[config.mk]
export PLATFORM = sky130hd
export DESIGN_NAME = mem_port_arbiter
export DESIGN_NICKNAME = d
export VERILOG_FILES = /design/src/rtl/mem_port_arbiter_pkg.sv /design/src/rtl/mem_port_arbiter_tag_pipe.sv /design/src/rtl/mem_port_arbiter.sv
export SDC_FILE = /design/constraint.sdc
export NUM_CORES = 1
export LEC_CHECK = 0
export BUFFER_PORTS_ARGS = -buffer_cell sky130_fd_sc_hd__buf_4
export CAP_MARGIN = 20
export CORE_AREA = 3 3 169 171
export DETAILED_ROUTE_END_ITERATION = 8
export DIE_AREA = 0 0 172 174
export SYNTH_ARGS = -nofsm -noshare
export SYNTH_HDL_FRONTEND = slang
export SYNTH_SLANG_ARGS = --single-unit
[constraint.sdc]
create_clock -name clk -period 1.5 [get_ports clk]
set_input_delay 0.225 -clock clk [delete_from_list [all_inputs] [get_ports clk]]
set_output_delay 0.225 -clock clk [all_outputs]
set_load 0.02 [all_outputs]
[src/rtl/mem_port_arbiter_pkg.sv]
// Shared types for the memory port arbiter: requester ownership, in-flight read tags
// and arbitration states. The width macros mirror common_params.h.
`ifndef ADDR_W
`define ADDR_W 32
`endif
`ifndef DATA_W
`define DATA_W 64
`endif

package mem_port_arbiter_pkg;

   localparam int ADDR_W = `ADDR_W;
   localparam int DATA_W = `DATA_W;
   localparam int BE_W   = 8;

   typedef enum logic {
      OWN_IF = 1'b0,
      OWN_D  = 1'b1
   } owner_t;

   typedef struct packed {
      logic   valid;
      owner_t owner;
   } mem_tag_t;

   typedef enum logic {
      ARB_D_PRI  = 1'b0,
      ARB_IF_PRI = 1'b1
   } arb_state_t;

   localparam mem_tag_t TAG_IDLE = '{valid: 1'b0, owner: OWN_D};

   // A flushed fetch response must never surface; data responses pass untouched.
   function automatic mem_tag_t kill_if_tag(input mem_tag_t tag, input logic kill_if);
      mem_tag_t res;
      res = tag;
      if (kill_if && tag.owner == OWN_IF) res.valid = 1'b0;
      return res;
   endfunction

endpackage

[src/rtl/mem_port_arbiter_tag_pipe.sv]
// Shift register of read tags that lines each granted read up with the cycle its
// memory data returns; the head entry steers mem_rdata to its requester.
module mem_tag_pipe
   import mem_port_arbiter_pkg::*;
#(
   parameter int DEPTH = 2
) (
   input  logic     clk,
   input  logic     rstn,
   input  mem_tag_t push,
   input  logic     kill_if,
   output mem_tag_t head
);

   mem_tag_t [DEPTH-1:0] stage;

   always_ff @(posedge clk or negedge rstn) begin
      if (!rstn) begin
         // NOTE: the tag stages must be reset, unlike a data RAM, because a stale
         // valid bit would produce a phantom rvalid after reset is released.
         stage <= {DEPTH{TAG_IDLE}};
      end else begin
         stage[0] <= kill_if_tag(push, kill_if);
         for (int i = 1; i < DEPTH; i++) begin
            stage[i] <= kill_if_tag(stage[i-1], kill_if);
         end
      end
   end

   assign head = stage[DEPTH-1];

endmodule

[src/rtl/mem_port_arbiter.sv]
// Single memory port shared by fetch and load/store, with data priority, fetch
// starvation protection, registered memory command and flush-kill of fetch reads.
module mem_port_arbiter
   import mem_port_arbiter_pkg::*;
#(
   parameter int LOAD_LATENCY = 1,
   parameter int STARVE_MAX   = 4
) (
   input  logic              clk,
   input  logic              rstn,
   input  logic              flush,
   input  logic              if_req,
   input  logic [ADDR_W-1:0] if_addr,
   output logic              if_gnt,
   output logic              if_rvalid,
   output logic [DATA_W-1:0] if_rdata,
   input  logic              d_req,
   input  logic [ADDR_W-1:0] d_addr,
   input  logic [BE_W-1:0]   d_we,
   input  logic [DATA_W-1:0] d_wdata,
   output logic              d_gnt,
   output logic              d_rvalid,
   output logic [DATA_W-1:0] d_rdata,
   output logic [ADDR_W-1:0] mem_addr,
   output logic [BE_W-1:0]   mem_we,
   output logic [DATA_W-1:0] mem_wdata,
   input  logic [DATA_W-1:0] mem_rdata
);

   localparam int CNT_W = $clog2(STARVE_MAX + 1);
   localparam logic [CNT_W-1:0] STARVE_LIM = CNT_W'(STARVE_MAX);

   arb_state_t       state;
   logic [CNT_W-1:0] starve_cnt;
   logic             if_win;
   logic             d_win;
   mem_tag_t         push_tag;
   mem_tag_t         head_tag;

   always_comb begin
      // NOTE: every always_comb output gets a default first so no path can infer a latch.
      if_win = 1'b0;
      d_win  = 1'b0;
      unique case (state)
         ARB_IF_PRI: begin
            if_win = if_req && !flush;
            d_win  = d_req && !if_win;
         end
         default: begin
            d_win  = d_req;
            if_win = if_req && !d_req && !flush;
         end
      endcase
   end

   // Reset only gates the visible grants; internal winners feed registers that are
   // themselves held in reset.
   assign if_gnt = if_win && rstn;
   assign d_gnt  = d_win && rstn;

   always_ff @(posedge clk or negedge rstn) begin
      if (!rstn) begin
         state      <= ARB_D_PRI;
         starve_cnt <= '0;
      end else begin
         // NOTE: sequential state uses non-blocking assignments so every register
         // samples the pre-edge values regardless of statement order.
         if (if_win || !if_req) begin
            starve_cnt <= '0;
         end else if (state == ARB_D_PRI && d_win) begin
            starve_cnt <= starve_cnt + CNT_W'(1);
         end
         unique case (state)
            ARB_D_PRI: begin
               if (if_req && d_win && (starve_cnt + CNT_W'(1)) >= STARVE_LIM) state <= ARB_IF_PRI;
            end
            ARB_IF_PRI: begin
               if (if_win) state <= ARB_D_PRI;
            end
            default: state <= ARB_D_PRI;
         endcase
      end
   end

   always_ff @(posedge clk or negedge rstn) begin
      if (!rstn) begin
         mem_addr  <= '0;
         mem_we    <= '0;
         mem_wdata <= '0;
      end else if (d_win) begin
         mem_addr  <= d_addr;
         mem_we    <= d_we;
         mem_wdata <= d_wdata;
      end else if (if_win) begin
         mem_addr  <= if_addr;
         mem_we    <= '0;
      end else begin
         mem_we    <= '0;
      end
   end

   always_comb begin
      push_tag.valid = if_win || (d_win && d_we == '0);
      push_tag.owner = if_win ? OWN_IF : OWN_D;
   end

   // One extra stage covers the command register between grant and memory.
   mem_tag_pipe #(
      .DEPTH(LOAD_LATENCY + 1)
   ) u_tag_pipe (
      .clk    (clk),
      .rstn   (rstn),
      .push   (push_tag),
      .kill_if(flush),
      .head   (head_tag)
   );

   assign if_rvalid = head_tag.valid && head_tag.owner == OWN_IF;
   assign d_rvalid  = head_tag.valid && head_tag.owner == OWN_D;
   assign if_rdata  = if_rvalid ? mem_rdata : '0;
   assign d_rdata   = d_rvalid ? mem_rdata : '0;

endmodule

==> reports/results.ini <==
[clock_tree]
cts_max_level=3
tritoncts=done
cts_made_buffers=9
cts_buffer_depth=2
clkLatencyLatePin_ns=0.37
root_buffer=clkbuf_16
ctsHoldBuffers=0
cts_sinks=112
clk_pin_slew_ns=0.09

[final_layout]
fillers=2644
syn_to_final_growth_pct=85.4
layout.nets=1197
drive_gt1_frac=0.652

[worst_setup_path]
cpPeakStageDelay_ns=0.72
cp_max_fo=8
rr_endpoint=mem_wdata[62]
reg2reg_slack_ns=0.05
endpoint=d_rdata[42]
crit_chain=buf_8 -> clkbuf_16 -> and3_4 -> buf_6
cp_data_arrival_time_ns=1.71
crit_family=flip-flops
crit_slowest_cell=dfstp_4
setup.worst_path.end_class=output port
critPathKind=flop to output port
cp_num_buf_inv=3
critPathLaunchType=flop
rr_worst_depth=4
startpoint=u_tag_pipe.head[0]
cp.depth=4
cp.required_ns=1.27
r2r-start=state

[power_and_ir_drop]
p_per_area_mw_per_mm2=775
p_leak_uw=0.00562
peakVddDrop_mv=0.555

[synthesis]
ys_seq_area_frac=0.479
syn_area_mm2=0.00585
yosysUniqueCellTypes=26
avgSynthCellArea_um2=10.5
synthCells=555
yosysWarnings=0
ys_seq_elements=112
syn_nets=761

[routing]
wl_per_cell_um=21.4
vias=6097
wirelength_mm=28.6
drt-vias-per-instance=4.55
first_iter_violations=247
drcViolationCount=0
ant_nets=0
drtPass1Iterations=4

[floorplan]
coreArea_mm2=0.0270
die_area_mm2=0.0299
chipHeight_um=174
start_util=0.217
die_x_um=172
rows=60
io_pins=441

[timing]
finClkSkew_ns=0.0110
worst_pin_slew_ns=0.830
relSlewSlack=0.447
finalWorstSetupSlack_ns=-0.431
hold_violations=0
grt_setup_unrepaired=true
period_minus_slack_ns=1.93
setup_violations=132
fin_hold_ws_ns=0.0311
drv_slew=0
timing.final.crit_share=1.29
fmax_mhz=518

[global_routing]
antenna_found_initial=4
grt_max_degree=66
overflow=0
grt_pass1_wl_mm=40.1
grt_pass1_vias=6252
grtUsageTotal=0.178

[place]
place_congestion=0.837
hpwl_mm=21.0
io_buffer_count=440
pre_cts_ws_ns=-0.443

[job]
maxCapViolations=0

[hold_path]
hp-class=primary input to asynchronous set/reset pin

[run_status]
status=finished with violations
violations=setup timing

[sequential cells by signal, indices dropped and copies added (netlist names)]
signal            count
mem_wdata            64
mem_addr             32
mem_we                8
starve_cnt            3
u_tag_pipe.head       2
u_tag_pipe.stage      2
state                 1
[cell usage in the layout, fill, tap and decap left out, drive strengths merged, types with 2 or more instances in the layout]
cell type,count
clkinv,2
and2,66
nand2,4
and3,75
dfstp,2
nor2,35
nand3,2
dfrtp,110
buf,472
a21boi,3
nor2b,6
mux2,64
a211oi,64
inv,37
clkbuf,12
and3b,32
nand2b,2
diode,3
[how the worst min path moves through the flow]
stage	startpoint	end	slack [ns]	depth (start not counted)
4_1_cts	rstn	mem_addr[4]	0.06	2
6_report	rstn	mem_wdata[44]	0.03	2
3_3_place_gp	u_tag_pipe.stage[0]	u_tag_pipe.head[0]	0.36	0
5_1_grt	d_wdata[63]	mem_wdata[63]	0.06	2
3_5_place_dp	u_tag_pipe.stage[0]	u_tag_pipe.head[0]	0.36	0
2_1_floorplan	rstn	mem_addr[0]	-0.07	0
[per-stage QoR]
stage / setup TNS [ns] / power, uW / instance area, um^2 / utilization / std cells
after floorplan: 0 / 4470 / 5850 / - / 555
after global placement: -30.88 / 5740 / 9550 / 0.353 / 1304
after detailed placement: -32.46 / 5770 / 9550 / 0.353 / 1304
after CTS: -50.21 / 8510 / 10500 / 0.390 / 1333
after global routing: -53.86 / 8800 / 10800 / 0.401 / 1339
final: -47.39 / 8410 / 10900 / 0.402 / 1340
[cell families (layout without fill, tap and decap cells)]
logic type	count (synthesis)	count (layout)	synth area share
buf+inv	86	524	0.0635
xor+xnor	1	1	0.00150
other cells	0	3	0
fa+ha+maj	1	1	0.00214
mux	64	64	0.128
compound gates	69	69	0.0889
flops	112	112	0.479
simple gates	222	225	0.236
[area by class of cell]
| class | instances | area [um^2] | area share |
|---|---|---|---|
| Timing Repair Buffer | 475 | 4170 | 0.385 |
| Multi-Input combinational cell | 360 | 3000 | 0.276 |
| Antenna cell | 3 | 7.51 | 0.000692 |
| Inverter | 33 | 124 | 0.0114 |
| Clock buffer | 9 | 225 | 0.0208 |
| Sequential cell | 112 | 2810 | 0.259 |
| Clock inverter | 7 | 87.6 | 0.00807 |
| Tap cell | 341 | 427 | 0.0393 |
[synth_stat cells (all sizes together)]
master | n | area [um^2]
dfrtp | 110 | 2750
xor2 | 1 | 8.76
inv | 33 | 124
nor2b | 3 | 18.8
nand3 | 2 | 10.0
nand3b | 1 | 20.0
and3b | 32 | 280
buf | 12 | 93.8
nor4 | 1 | 6.26
ha | 1 | 12.5
o21a | 1 | 7.51
a32o | 1 | 10.0
mux2 | 64 | 751
and3 | 75 | 469
and2 | 66 | 413
nand4 | 1 | 6.26
clkbuf | 41 | 154
dfstp | 2 | 52.6
a21boi | 3 | 22.5
nor2 | 35 | 131
a211oi | 64 | 480
nand2b | 2 | 12.5
nand2 | 4 | 15.0
[where the power goes]
part	switching [uW]	total, uW	internal [uW]
logic	1160	2350	1190
clock network	1370	2580	1210
registers	174	3480	3300
[routing by layer]
layer | vias up | GRT usage | part of all wire
li1 | 2792 | - | -
met1 | 2989 | 0.206 | 0.38
met2 | 280 | 0.318 | 0.52
met3 | 34 | 0.0500 | 0.075
met4 | 2 | 0.0489 | 0.025
met5 | - | 0 | 0.00035
[timing repair]
action	in CTS	in global routing
cloned	5	3
setup buffers	8	3
setup endpoints to repair	132	138
pin swaps	34	32
resized for setup	144	62
Power figures use the tool's default switching activity.
